**src/rtl/instruction_loader.sv**
```systemverilog
// Instruction loader: captures a valid/data/address/done stream into instruction RAM, holds the CPU in reset until loaded, then serves fetches.
// Optional running checksum of accepted words is built when LOADER_CHECKSUM_EN is defined.
module instruction_loader #(
   parameter int DATA_WIDTH = 32,
   parameter int ADDR_WIDTH = 6
) (
   input  logic                  clk,
   input  logic                  rst,
   input  logic                  in_valid,
   input  logic [DATA_WIDTH-1:0] in_data,
   input  logic [31:0]           in_addr,
   input  logic                  in_done,
   input  logic                  reload,
   input  logic                  fetch_en,
   input  logic [ADDR_WIDTH-1:0] fetch_addr,
   output logic [DATA_WIDTH-1:0] fetch_data,
   output logic                  fetch_valid,
   output logic                  program_ready,
   output logic                  cpu_rst,
   output logic [ADDR_WIDTH:0]   word_count,
   output logic                  err_range,
   output logic                  err_order,
   output logic [DATA_WIDTH-1:0] checksum
);

   localparam int DEPTH = 2 ** ADDR_WIDTH;
   localparam logic [ADDR_WIDTH:0] FULL_COUNT = {1'b1, {ADDR_WIDTH{1'b0}}};
   localparam logic [ADDR_WIDTH:0] ONE        = {{ADDR_WIDTH{1'b0}}, 1'b1};

   typedef enum logic {LOAD, READY} state_t;

   state_t                state_reg, state_next;
   logic                  done_q;
   logic                  done_rise;
   logic                  in_range;
   logic                  accept;
   logic                  reject;
   logic                  go_ready;
   logic                  go_load;
   logic [ADDR_WIDTH:0]   expected;
   logic [31:0]           expected_ext;
   logic [DATA_WIDTH-1:0] ram [DEPTH];

   assign done_rise    = in_done & ~done_q;
   assign in_range     = (in_addr[31:ADDR_WIDTH] == '0);
   assign accept       = (state_reg == LOAD) && in_valid && in_range;
   assign reject       = (state_reg == LOAD) && in_valid && !in_range;
   assign expected_ext = 32'(expected);

   always_ff @(posedge clk or posedge rst) begin
      if (rst) state_reg <= LOAD;
      else     state_reg <= state_next;
   end

   always_comb begin
      state_next = state_reg;
      go_ready   = 1'b0;
      go_load    = 1'b0;
      case (state_reg)
         LOAD: begin
            if (done_rise) begin
               state_next = READY;
               go_ready   = 1'b1;
            end
         end
         READY: begin
            if (reload) begin
               state_next = LOAD;
               go_load    = 1'b1;
            end
         end
         default: state_next = LOAD;
      endcase
   end

   always_ff @(posedge clk or posedge rst) begin
      if (rst) begin
         done_q        <= 1'b0;
         program_ready <= 1'b0;
         cpu_rst       <= 1'b1;
         word_count    <= '0;
         expected      <= '0;
         err_range     <= 1'b0;
         err_order     <= 1'b0;
      end else begin
         done_q <= in_done;
         if (go_load) begin
            program_ready <= 1'b0;
            cpu_rst       <= 1'b1;
            word_count    <= '0;
            expected      <= '0;
            err_range     <= 1'b0;
            err_order     <= 1'b0;
         end else begin
            if (accept) begin
               if (word_count != FULL_COUNT) word_count <= word_count + ONE;
               expected <= {1'b0, in_addr[ADDR_WIDTH-1:0]} + ONE;
               if (in_addr != expected_ext) err_order <= 1'b1;
            end
            if (reject) err_range <= 1'b1;
            if (go_ready) begin
               program_ready <= 1'b1;
               cpu_rst       <= 1'b0;
            end
         end
      end
   end

   // RAM contents survive reset; only the write and read ports are clocked here.
   always_ff @(posedge clk) begin
      if (accept) ram[in_addr[ADDR_WIDTH-1:0]] <= in_data;
   end

   always_ff @(posedge clk or posedge rst) begin
      if (rst) begin
         fetch_data  <= '0;
         fetch_valid <= 1'b0;
      end else begin
         fetch_valid <= (state_reg == READY) && fetch_en;
         if ((state_reg == READY) && fetch_en) fetch_data <= ram[fetch_addr];
      end
   end

`ifdef LOADER_CHECKSUM_EN
   logic [DATA_WIDTH-1:0] checksum_reg;

   always_ff @(posedge clk or posedge rst) begin
      if (rst)          checksum_reg <= '0;
      else if (go_load) checksum_reg <= '0;
      else if (accept)  checksum_reg <= checksum_reg + in_data;
   end

   assign checksum = checksum_reg;
`else
   assign checksum = '0;
`endif

endmodule

```
**config.mk**
```make
export PLATFORM = sky130hd
export DESIGN_NAME = instruction_loader
export DESIGN_NICKNAME = d
export VERILOG_FILES = /design/src/rtl/instruction_loader.sv
export SDC_FILE = /design/constraint.sdc
export NUM_CORES = 2
export LEC_CHECK = 0
export CELL_PAD_IN_SITES_DETAIL_PLACEMENT = 1
export CELL_PAD_IN_SITES_GLOBAL_PLACEMENT = 2
export CORE_AREA = 4 4 395 397
export DETAILED_ROUTE_END_ITERATION = 6
export DIE_AREA = 0 0 399 401
export GPL_TIMING_DRIVEN = 0
export PLACE_DENSITY_LB_ADDON = 0.1
export REMOVE_ABC_BUFFERS = 1
export SLEW_MARGIN = 20
export SYNTH_ARGS = -nofsm -noshare
export SYNTH_HDL_FRONTEND = slang
export SYNTH_SLANG_ARGS = --single-unit
```
**constraint.sdc**
```tcl
create_clock -name clk -period 5.73 [get_ports clk]
set_input_delay 0.573 -clock clk [delete_from_list [all_inputs] [get_ports clk]]
set_output_delay 0.573 -clock clk [all_outputs]
set_load 0.01 [all_outputs]
```
== Word level (Yosys, flattened, before mapping) ==
Memories as Yosys holds them, arrays and structs flattened. A register that Yosys moved wholly into a read port is not among the register bits.
Index checks and enable logic that the tools add are counted.

* Memories: 1
* Bits in read-only memories: 0
* Latch bits: 0
* Logic and storage cells: 52
* Memory bits (writable): 2048
* Output and inout bits: 76
* Bits in registers: 21

{| class="wikitable"
|+ Memories
! name !! words !! bits a word !! rd ports !! clocked after memory_dff !! wr ports !! RTL line !! RTL
|-
| ram || 64 || 32 || 1 || 1 || 1 || 42 || <nowiki>logic [DATA_WIDTH-1:0] ram [DEPTH];</nowiki>
|}

* Multiply operators: 0
* Shift-type cells: 0
* Reduce and logical (&&, ||, !) cells: 13
* $add $sub $neg: 2
* Bitwise logic cells: 3
* Multiplexer cells: 22
* Magnitude comparators: 0
* Equal/unequal tests: 2
* Div/mod/pow operators: 0

{| class="wikitable"
|+ Operators by type and width
! operator !! number
|-
| $mux W7 || 5
|-
| $ne A32 B7 Y1 || 1
|-
| $logic_not A26 Y1 || 1
|-
| $mux W1 || 16
|-
| $reduce_bool A2 Y1 || 5
|-
| $add A6 B1 Y7 const B || 1
|-
| $add A7 B1 Y7 const B || 1
|-
| $ne A7 B7 Y1 const B || 1
|-
| $logic_and A1 B1 Y1 || 4
|-
| $reduce_and A2 Y1 || 2
|-
| $not A1 Y1 || 2
|-
| $pmux W1 S2 || 1
|-
| $and A1 B1 Y1 || 1
|-
| $logic_not A1 Y1 || 1
|}

== Logic depth before layout (Yosys ltp) ==
* Word-level depth: 6
* Mapped depth: 10
* Mapped depth without buffers: 6

== Worst setup path after synthesis ==
OpenSTA, ideal clock, no wires.

* Kind: in2reg
* From: in in_addr[13]
* To: mem ram[53][0], enable pin
* Data required time: 5.309 ns
* Path slack: 2.168 ns
* Stages: 5
* Arrival time: 3.141 ns
* Buffers on the path: 0
* Cell sequence: nor4_1 > nand4_1 > nor4_1 > nand2_1 > nor2_1

* Word-level cells in the longest chain between the ends: 4

{| class="wikitable"
|+ Ends and longest elaborated chain
! item !! RTL line !! RTL
|-
| start, declared || 11 || <nowiki>input logic [31:0] in_addr,</nowiki>
|-
| $logic_not A26 Y1 || 45 || <nowiki>assign in_range = (in_addr[31:ADDR_WIDTH] == '0);</nowiki>
|-
| $logic_and A1 B1 Y1 || 46 || <nowiki>assign accept = (state_reg == LOAD) && in_valid && in_range;</nowiki>
|-
| $mux W1 || 111 || <nowiki>if (accept) ram[in_addr[ADDR_WIDTH-1:0]] <= in_data;</nowiki>
|-
| $mux W1 (implied by the code) || 111 ||
|-
| end, declared || 42 ||
|}

Every way passes these cells.

== Worst setup path in the final report ==
* From: in in_addr[8]
* To: mem ram[57][8], enable pin

The elaborated chain is that of the path after synthesis.

==> flow_summary_export.csv <==
group,metric,value,unit
run_status,status,"complete, no violations",
yosys,synth_cell_type_count,44,
pwr,p_int,24900,µW
worst_setup_path,startpoint,"in_addr[8]",
yosys,synth.avg_cell_area,21.3,µm²
worst_setup_path,rrSetupSlack,1730,ps
route,drtIter0Drc,4641,
yosys,ys.flop_type,"edfxtp_1",
place,numPortBuffers,119,
grt,grt_first_pass_wirelength,315000,µm
route,dr.pass1.iters,5,
pwr,power.density,337,mW/mm²
worst_setup_path,cp.buffers_inverters,2,
clock_network,clk_pin_slew,60,ps
worst_setup_path,crit_cells,7,
clock_network,cts-root-buf,"clkbuf_16",
timing,setup_viol,0,
pwr,comb_power_share,5.3,%
worst_setup_path,crit_type,"primary input to flip-flop",
yosys,synth-async-reset-ratio,2.52,%
pwr,pwr-share-clk,41.1,%
worst_setup_path,path_max_fanout,17,
pwr,totalPowerFinal,31700,µW
clock_network,cts_buffer_depth,3,
worst_setup_path,critical_path_required,6230,ps
timing,finalMaxSlewViolations,0,
grt,grt_overflow,0,
yosys,yosys-top-cells-area,"edfxtp_1 (77%), mux4_2 (11%), mux2i_1 (3.6%), dfrtp_1 (1.6%), a22oi_1 (1.5%)",
timing,min_period_over_period,76.2,%
finish,syn2layout_area_growth,17.1,%
yosys,synth_seq_area_share,78.2,%
route,antenna_left,0,
route,wire_per_inst,35.4,µm
place,dp_hpwl,144000,µm
worst_setup_path,critPathLaunchType,"primary input",
floorplanning,ios,152,
yosys,synthCells,3770,
run,cap_violations,0,
yosys,synth-seq-cells,2101,
pwr,p_leak,0.0301,µW
timing,finalSetupTns,0,ps
timing,skew,28.3,ps
yosys,yosysMostFrequentCell,"edfxtp_1",
finish,post-route-util,62.0,%
floorplanning,die_area,0.160,mm²
grt,grt.total_usage,28.0,%
grt,grt_pass1_vias,42927,
place,dpl_cell_area,0.0876,mm²
worst_setup_path,critPathCaptureType,"flip-flop",
yosys,synth_top_area_share,76.5,%
worst_hold_path,hold_class,"primary input to flip-flop",
worst_setup_path,arrival,4870,ps
worst_setup_path,reg2reg_to,"ram[57][8]",
yosys,synth_edf_count,2048,
grt,grt_start_max_net_pins,95,
worst_setup_path,worstReg2RegStart,"state_reg",
worst_setup_path,cp_common_cell,"nand4_1",
finish,fin_nets,4145,
timing,hold_viol,0,
timing,layout_min_cycle_time,4370,ps
floorplanning,die_w,399,µm
worst_setup_path,slowest_delay,1080,ps
pwr,max-vdd-ir-drop,0.000305,V
pwr,seqPwrFrac,53.6,%
clock_network,cts_tree,"built",
worst_setup_path,reg2reg_depth,4,
worst_setup_path,crit_slowest_cell,"nor2_4",
clock_network,clock-sinks,2101,
worst_hold_path,worstHoldStart,"in_data[14]",
floorplanning,start_util,52.9,%
timing,max_slew_margin,21.1,%
clock_network,h-tree-depth,4,
worst_setup_path,path_delay_family,"simple AND/OR/NAND/NOR gates",
yosys,yosys_warnings,0,
place,gp_congestion,0.781,
route,drc,0,
route,vias,40538,
yosys,synth_common_cells,"edfxtp_1 (2,048), mux4_2 (384), mux2i_1 (289)",
clock_network,numCtsBuffers,207,
finish,fin_area,0.0941,mm²
worst_setup_path,crit_chain,"clkdlybuf4s50_1 > nor4_1 > nand4_1 > nor2_1 > nand4_1 > nor2_4 > buf_12",
finish,largest_register_ffs,2048,
yosys,yosys.area.top_type,"edfxtp_1",
pwr,p_switching,6790,µW
route,viasPerCell,6.45,
timing,max_slew.worst_pin.slew,1180,ps
route,wl,222000,µm
floorplanning,coreArea,0.152,mm²
finish,drive_above_1_share,23.3,%
finish,num-fill-cells,12132,
pwr,swShare,21.4,%
floorplanning,row_count,143,
timing,rsz0062_at_grt,"no",
floorplanning,die_h,401,µm
yosys,synth_area,0.0804,mm²
timing,fmax,0.229,GHz
grt,antenna_found_initial,12,
clock_network,clk_latency,830,ps
worst_setup_path,crit_end,"ram[57][8]",
[metal layers]
| metal | global-route usage, % | up-vias | part of all wire, % |
|---|---|---|---|
| met3 | 4.88 | 392 | 7.3 |
| met4 | 11.8 | 2 | 4.5 |
| met1 | 39.0 | 21867 | 40 |
| met5 | 0 | - | 0.0058 |
| li1 | - | 16427 | - |
| met2 | 44.2 | 1850 | 49 |
[power groups by stage]
stage | combinational [µW] | sequential, µW | clock, µW
after detailed placement | 1680 | 17300 | 0
after floorplan | 592 | 17300 | 0
final | 1680 | 17000 | 13000
after global routing | 1780 | 17000 | 14000
after global placement | 2740 | 17400 | 0
after CTS | 1690 | 17000 | 13200
[cells in the final DEF, fill, tap and decap left out, types with 11 or more instances in the layout]
| master | n |
|---|---|
| clkinv_2 | 45 |
| clkdlybuf4s50_1 | 84 |
| buf_2 | 30 |
| nand3_1 | 75 |
| nor2b_1 | 32 |
| nand4_1 | 38 |
| a221o_1 | 32 |
| or3_1 | 33 |
| buf_12 | 87 |
| clkinv_1 | 36 |
| a211oi_1 | 60 |
| edfxtp_1 | 2048 |
| nor2_4 | 67 |
| mux4_2 | 384 |
| clkbuf_16 | 210 |
| a21oi_1 | 42 |
| conb_1 | 32 |
| buf_16 | 89 |
| dfrtp_1 | 52 |
| o21ai_0 | 11 |
| o22ai_1 | 64 |
| a22oi_1 | 160 |
| bufinv_16 | 11 |
| clkbuf_1 | 59 |
| mux2i_1 | 289 |
| nand2_1 | 45 |
[cells by family (layout without fill, tap and decap cells)]
group	after synthesis	after routing	share of synthesized area (%)
flip-flops	2101	2101	78.2
multiplexers	674	674	14.4
AO/OA/AOI/OAI	376	376	3.35
AND/OR/NAND/NOR	349	349	2.26
buffers and inverters	256	701	1.71
XOR/XNOR	10	10	0.109
adder cells (fa/ha/maj)	3	3	0.0467
other	1	39	0.00466
[metrics by stage]
step	setup WS, ps	hold WS, ps	instances
floorplan	2090	469	3551
global placement	-52250	478	5700
detailed placement	738	515	5886
CTS	1610	90.0	6276
global route	1410	130	6276
finish	1360	160	6283
[layout make-up]
cell class	instances	area [µm²]	share of cell area (%)
antenna	7	17.5	0.0186
clock buffer	277	5590	5.93
clock inverter	112	903	0.960
inverter	6	25.0	0.0266
multi-input combinational	1444	16900	17.9
sequential	2101	62800	66.7
tap	2030	2540	2.70
timing repair buffer	306	5360	5.69
[repair_timing]
action | CTS | global route
endpoints found under the hold margin | 13 | 0
hold buffers | 1 | 0
buffers inserted | 0 | 0
resized for setup | 0 | 0
[worst min-delay path by stage]
stage,endpoint,cells after the start
2_1_floorplan,expected[6],2
3_3_place_gp,err_range,2
3_5_place_dp,err_range,2
4_1_cts,ram[13][14],1
5_1_grt,ram[13][14],1
6_report,ram[13][14],1
Note: power is estimated with default switching activity, not from simulation.
